**src/rtl/parity_frame_rx_4bit.sv**
```systemverilog
// Serial frame receiver: start, 4 data bits LSB first, parity, stop.
// Deserialises the nibble, reports the parity bit and an even/odd parity verdict.
module parity_frame_rx_4bit #(
  parameter int CLKS_PER_BIT = 4
) (
  input  logic       clk,
  input  logic       rst_n,
  input  logic       serial_in,
  input  logic       parity_mode,
  output logic [3:0] data,
  output logic       parity,
  output logic       error,
  output logic       frame_err,
  output logic       valid,
  output logic       busy,
  output logic [2:0] dbg_state_o
);

  localparam int H  = CLKS_PER_BIT / 2;
  localparam int CW = $clog2(CLKS_PER_BIT);
  localparam logic [CW-1:0] BIT_LAST  = CW'(CLKS_PER_BIT - 1);
  localparam logic [CW-1:0] HALF_LAST = CW'(H - 1);

  typedef enum logic [2:0] {
    IDLE      = 3'd0,
    START     = 3'd1,
    DATA      = 3'd2,
    PARITY    = 3'd3,
    STOP      = 3'd4,
    WAIT_HIGH = 3'd5
  } state_t;

  state_t        state_q, state_d;
  logic [CW-1:0] cnt_q, cnt_d;
  logic [1:0]    bit_q, bit_d;
  logic [3:0]    shift_q, shift_d;
  logic          par_rx_q, par_rx_d;
  logic          mode_q, mode_d;
  logic [3:0]    data_q, data_d;
  logic          parity_q, parity_d;
  logic          error_q, error_d;
  logic          frame_err_q, frame_err_d;
  logic          valid_q, valid_d;

  always_ff @(posedge clk or negedge rst_n) begin
    if (!rst_n) begin
      state_q     <= IDLE;
      cnt_q       <= '0;
      bit_q       <= '0;
      shift_q     <= '0;
      par_rx_q    <= 1'b0;
      mode_q      <= 1'b0;
      data_q      <= '0;
      parity_q    <= 1'b0;
      error_q     <= 1'b0;
      frame_err_q <= 1'b0;
      valid_q     <= 1'b0;
    end else begin
      state_q     <= state_d;
      cnt_q       <= cnt_d;
      bit_q       <= bit_d;
      shift_q     <= shift_d;
      par_rx_q    <= par_rx_d;
      mode_q      <= mode_d;
      data_q      <= data_d;
      parity_q    <= parity_d;
      error_q     <= error_d;
      frame_err_q <= frame_err_d;
      valid_q     <= valid_d;
    end
  end

  // cnt_q counts cycles since the last sample point; samples fire on the terminal count.
  always_comb begin
    state_d     = state_q;
    cnt_d       = cnt_q + CW'(1);
    bit_d       = bit_q;
    shift_d     = shift_q;
    par_rx_d    = par_rx_q;
    mode_d      = mode_q;
    data_d      = data_q;
    parity_d    = parity_q;
    error_d     = error_q;
    frame_err_d = frame_err_q;
    valid_d     = 1'b0;
    case (state_q)
      IDLE: begin
        cnt_d = '0;
        if (!serial_in) begin
          state_d = START;
          bit_d   = '0;
        end
      end
      START: begin
        if (cnt_q == HALF_LAST) begin
          cnt_d = '0;
          if (!serial_in) begin
            state_d = DATA;
            mode_d  = parity_mode;
          end else begin
            state_d = IDLE;
          end
        end
      end
      DATA: begin
        if (cnt_q == BIT_LAST) begin
          cnt_d   = '0;
          shift_d = {serial_in, shift_q[3:1]};
          bit_d   = bit_q + 2'd1;
          if (bit_q == 2'd3) state_d = PARITY;
        end
      end
      PARITY: begin
        if (cnt_q == BIT_LAST) begin
          cnt_d    = '0;
          par_rx_d = serial_in;
          state_d  = STOP;
        end
      end
      STOP: begin
        if (cnt_q == BIT_LAST) begin
          cnt_d       = '0;
          data_d      = shift_q;
          parity_d    = par_rx_q;
          error_d     = (^shift_q) ^ par_rx_q ^ mode_q;
          frame_err_d = !serial_in;
          valid_d     = 1'b1;
          state_d     = serial_in ? IDLE : WAIT_HIGH;
        end
      end
      WAIT_HIGH: begin
        cnt_d = '0;
        if (serial_in) state_d = IDLE;
      end
      default: begin
        cnt_d   = '0;
        state_d = IDLE;
      end
    endcase
  end

  assign data        = data_q;
  assign parity      = parity_q;
  assign error       = error_q;
  assign frame_err   = frame_err_q;
  assign valid       = valid_q;
  assign busy        = (state_q != IDLE);
  assign dbg_state_o = state_q;

endmodule

```
**config.mk**
```make
export PLATFORM = sky130hd
export DESIGN_NAME = parity_frame_rx_4bit
export DESIGN_NICKNAME = d
export VERILOG_FILES = /design/src/rtl/parity_frame_rx_4bit.sv
export SDC_FILE = /design/constraint.sdc
export NUM_CORES = 1
export LEC_CHECK = 0
export BUFFER_PORTS_ARGS = -buffer_cell sky130_fd_sc_hd__buf_2
export CAP_MARGIN = 10
export CORE_MARGIN = 2
export CORE_UTILIZATION = 50
export CTS_CLUSTER_DIAMETER = 60
export DETAILED_ROUTE_END_ITERATION = 10
export PLACE_DENSITY = 0.79
export SETUP_SLACK_MARGIN = 0.15
export SYNTH_ARGS = -nofsm -noshare
export SYNTH_HDL_FRONTEND = slang
export SYNTH_SLANG_ARGS = --single-unit
```
**constraint.sdc**
```tcl
create_clock -name clk -period 2.9 [get_ports clk]
set_input_delay 0.29 -clock clk [delete_from_list [all_inputs] [get_ports clk]]
set_output_delay 0.29 -clock clk [all_outputs]
set_load 0.05 [all_outputs]
```
## After elaboration in Yosys (flattened, before gate mapping)

Cells that the tools add are included.
W data, S select, Z words.

| word-level totals | value |
|---|---|
| logic and storage cells | 61 |
| register bits | 21 |
| input bits | 4 |

| cells by class | value |
|---|---|
| bitwise operators | 3 |
| equal/unequal tests | 15 |
| multiplexer cells | 18 |
| $add $sub $neg | 2 |
| reductions and logical operators | 12 |

Operators with widths:

| cell | number |
|---|---|
| $mux W3 | 8 |
| $pmux W3 S6 | 1 |
| $ne A2 B2 Y1 const B | 7 |
| $mux W2 | 5 |
| $pmux W2 S2 | 2 |
| $reduce_and A7 Y1 | 1 |
| $eq A3 B2 Y1 const B | 2 |
| $eq A3 B3 Y1 const B | 2 |
| $reduce_and A2 Y1 | 3 |
| $reduce_and A3 Y1 | 2 |
| $add A2 B1 Y2 const B | 2 |
| $eq A2 B2 Y1 const B | 2 |
| $reduce_xor A4 Y1 | 1 |
| $eq A3 B1 Y1 const B | 1 |
| $logic_not A3 Y1 | 1 |
| $reduce_bool A3 Y1 | 1 |
| $reduce_or A3 Y1 | 1 |
| $eq A2 B1 Y1 const B | 1 |
| $mux W1 | 2 |
| $reduce_bool A2 Y1 | 1 |
| $xor A1 B1 Y1 | 2 |
| $logic_not A1 Y1 | 1 |
| $not A1 Y1 | 1 |

## Logic depth before layout (Yosys ltp)

| logic depth | value |
|---|---|
| word-level depth | 4 |
| depth in mapped cells | 5 |
| mapped depth without buffers | 5 |

## Worst setup path after synthesis

Ideal clock, no wire load.

| timing path | value |
|---|---|
| kind | register -> output |
| start point | register state_q[1], in the netlist dbg_state_o[1] |
| end point | output busy |
| stages on the path, launching flop included | 3 |
| path buffers | 1 |
| required time | 2.610 ns |
| arrival | 1.450 ns |
| setup slack | 1.160 ns |
| path through | dfrtp_1 buf_2 or3_1 |

| on the way | value |
|---|---|
| word-level cells in the longest chain between the ends | 1 |

Ends and longest elaborated chain:

| element | RTL line | text |
|---|---|---|
| start: declaration | 33 | `state_t state_q, state_d;` |
| start signal: assignment | 59 | `state_q <= state_d;` |
| $reduce_bool A3 Y1 | 147 | `assign busy = (state_q != IDLE);` |
| end: declaration | 15 | `output logic busy,` |

No other way between the ends.

## Worst setup path after layout

Same ends and word-level chain as after synthesis.

==> key figures <==
Run status
  • Status: completed

STA
  • Fin Setup TNS: 0 ns
  • Final worst slack: around 1.1 ns
  • Worst-margin pin slew: ~0.50 ns
  • Final Hold Fails: 0
  • Final Max Slew Viols: 0
  • Setup violations, final: 0
  • Period utilisation layout: 62.4%
  • Min Tclk post-route: between 1.5 and 2 ns
  • Worst Clk Skew: 0.00814 ns
  • Setup repair after global routing missed its margin: false
  • Max_slew headroom: about two thirds
  • Fmax: ~550 MHz

Run
  • Max Cap Violations: 0

Die
  • Ports: 16
  • Die Wd: 50.2 um
  • Row count: 16
  • Initial core utilization: between 50% and 60%
  • Core footprint: around 2000 um^2
  • Die ar.: 2520 um^2
  • Die Y-Extent: 50.2 um

Yosys
  • Synthesized area per cell: approximately 12 um^2
  • Synth Cell Area: ~1100 um^2
  • Async SR Flop Fraction: between 90% and 100%
  • Post-synth EDFFs: 0
  • Yosys Warn Count: 0
  • Sequential-to-total area share from yosys stat: about 49%
  • Netlist cell types: 38
  • Number of synthesized register bits: 21
  • Cells after Synth: ~90
  • Top_reg_cell synth: dfrtp_1
  • Syn nets: between 90 and 100

Route
  • Antenna Nets Post-Route: 0
  • Residual DRC count: 0
  • Drt total wl: ~1.9 mm
  • DR vias: around 740
  • Wire length on met2: 907 um
  • Drt first-iter violations: 14
  • Vias per std cell: 5.61
  • DR top layer: met3
  • Routed WL per cell: between 10 and 15 um
  • First-pass DRT Iterations: 4
  • Met3 routed wirelength: slightly above 70 um
  • Met1 WL: approximately 880 um

Final layout
  • Nets@finish: about 110
  • # fillers: roughly 170
  • Fraction of layout instances using a drive strength above 1: 26.9%
  • Multi-input gate area: slightly below 500 um^2
  • Diode count: 0
  • Most frequent cells in the layout: dfrtp_1 (21), buf_2 (15), mux2_2 (6), mux2_1 (6)
  • FF+latch area: roughly 530 um^2
  • Commonest non-fill, non-tap cell in the layout: dfrtp_1
  • Final std cells w/o fill: between 100 and 150
  • Area Growth Syn to Fin: 10.9%

Clock tree
  • Clock tree buffer depth: 2
  • Clk Latency, worst-skew pair: 0.30 ns
  • CTS tree: yes
  • Root Driver: clkbuf_4
  • Num CTS Buffers: 3
  • CTS clk-pin slew, worst paths: between 0.1 and 0.15 ns
  • Post-CTS Setup Bufs: 0
  • # H-tree levels: 1
  • Post-CTS resize count: 0
  • CTS sink count: 21

Worst hold path
  • Worst min path class: primary input to flop
  • Min-delay src: parity_mode

Placement
  • Global placer's final weighted congestion: 0.731
  • Pre-CTS setup slack: ~1.2 ns
  • Post-DP HPWL: roughly 1.3 mm
  • DP Cell Count: 126
  • I/O Buffers: 15

Setup path
  • Data required, critical path: between 2 and 3 ns
  • CP Launch Type: flop
  • Crit path launch: dbg_state_o[1]$_DFFE_PN0P_
  • Worst r2r src: cnt_q[0]$_DFF_PN0_
  • Maximum fanout along the worst path: 19
  • CP endpoint kind: output port
  • Worst EP arrival: about 1.5 ns
  • Setup CP Type: flop to output port

Pwr
  • Pwr/cell area: roughly 980 nW/um^2
  • Worst VDD drop: around 0.57 mV
  • Lkg Pwr: 0.617 nW

GRT
  • Initial antenna violation count: 0
  • Largest net degree at the start of global routing: 22
  • First-pass GRT wire length: between 3 and 4 mm
  • Grt total ovfl: 0
  • Tot GR Track Use: about 17%
  • Number of global-route vias before repair: approximately 720
-- cell families (layout without fill, tap and decap cells) --
group	count (synthesis)	after routing	share of synthesized area, %
AOI/OAI and AO/OA	15	15	9.37
xor gates and xnor gates	4	4	4.57
adders and majority gates	4	4	4.68
buffers and inverters	10	25	4.80
DFF	21	21	49.2
muxes	13	13	13.6
and+or+nand+nor	22	22	13.8
-- synth_stat cells, types with 2 or more instances --
cell / number / share of area (%)
o21ai_0: 2 / 0.94
mux2_2: 6 / 6.3
inv_1: 4 / 1.4
mux2_1: 6 / 6.3
dfrtp_1: 21 / 49
buf_2: 5 / 2.3
ha_1: 4 / 4.7
nor2_1: 3 / 1.1
a21oi_1: 3 / 1.4
xnor2_1: 2 / 1.6
and4b_1: 2 / 1.9
nor3b_1: 3 / 2.1
o22ai_1: 2 / 1.2
nor3_1: 2 / 0.94
-- sequential cells by signal (all words and copies together), names as in the netlist --
name         cells
frame_err        1
cnt_q            2
shift_q          4
dbg_state_o      3
data             4
par_rx_q         1
parity           1
mode_q           1
valid            1
error            1
bit_q            2
-- area by class of cell --
| class | instances | area share [%] |
|---|---|---|
| Tap cell | 27 | 2.85 |
| Timing Repair Buffer | 17 | 7.81 |
| Sequential cell | 21 | 44.4 |
| Clock buffer | 4 | 2.22 |
| Multi-Input combinational cell | 58 | 41.5 |
| Inverter | 4 | 1.27 |
-- worst max-delay path, stage by stage (launching register included) --
cell	delay, ns
dfrtp_1	0.58
or3_1	0.43
buf_2	0.21
-- routing by layer --
metal	track usage (%)	vias to the layer above
met5	0	-
met4	2.78	0
met3	3.57	0
met2	27.4	14
met1	23.0	373
li1	-	348
-- stage by stage --
step / util (%) / instance area, um^2 / hold WS (ns) / power [mW]
after floorplan: - / 1070 / -0.00559 / 0.924
after global placement: 58.0 / 1150 / 0.260 / 1.00
after detailed placement: 58.0 / 1150 / 0.267 / 1.03
after CTS: 59.8 / 1180 / 0.209 / 1.17
after global routing: 59.8 / 1180 / 0.218 / 1.24
final: 59.8 / 1180 / 0.216 / 1.16
-- power breakdown --
part / total, mW / internal, mW / switching [mW]
Combinational: 0.527 / 0.236 / 0.291
Sequential: 0.498 / 0.373 / 0.125
Clock: 0.138 / 0.0534 / 0.0844
-- timing repair --
action / CTS / global route
hold endpoints to repair: 21 / 0
hold buffers: 1 / 0
setup endpoints to repair: 0 / 0
-- final timing paths --
path	to	slack, ns	cells past startpoint
worst max-delay path	busy	1.09	2
worst min-delay path	mode_q$_DFFE_PN0P_	0.22	2
worst max register to register	data[0]$_DFFE_PN0P_	1.10	4
worst min register to register	cnt_q[0]$_DFF_PN0_	0.50	1
max in group asynchronous	shift_q[2]$_DFFE_PN0P_	2.11	2
min in group asynchronous	dbg_state_o[0]$_DFFE_PN0P_	0.46	2
(Power assumes the default switching activity.)
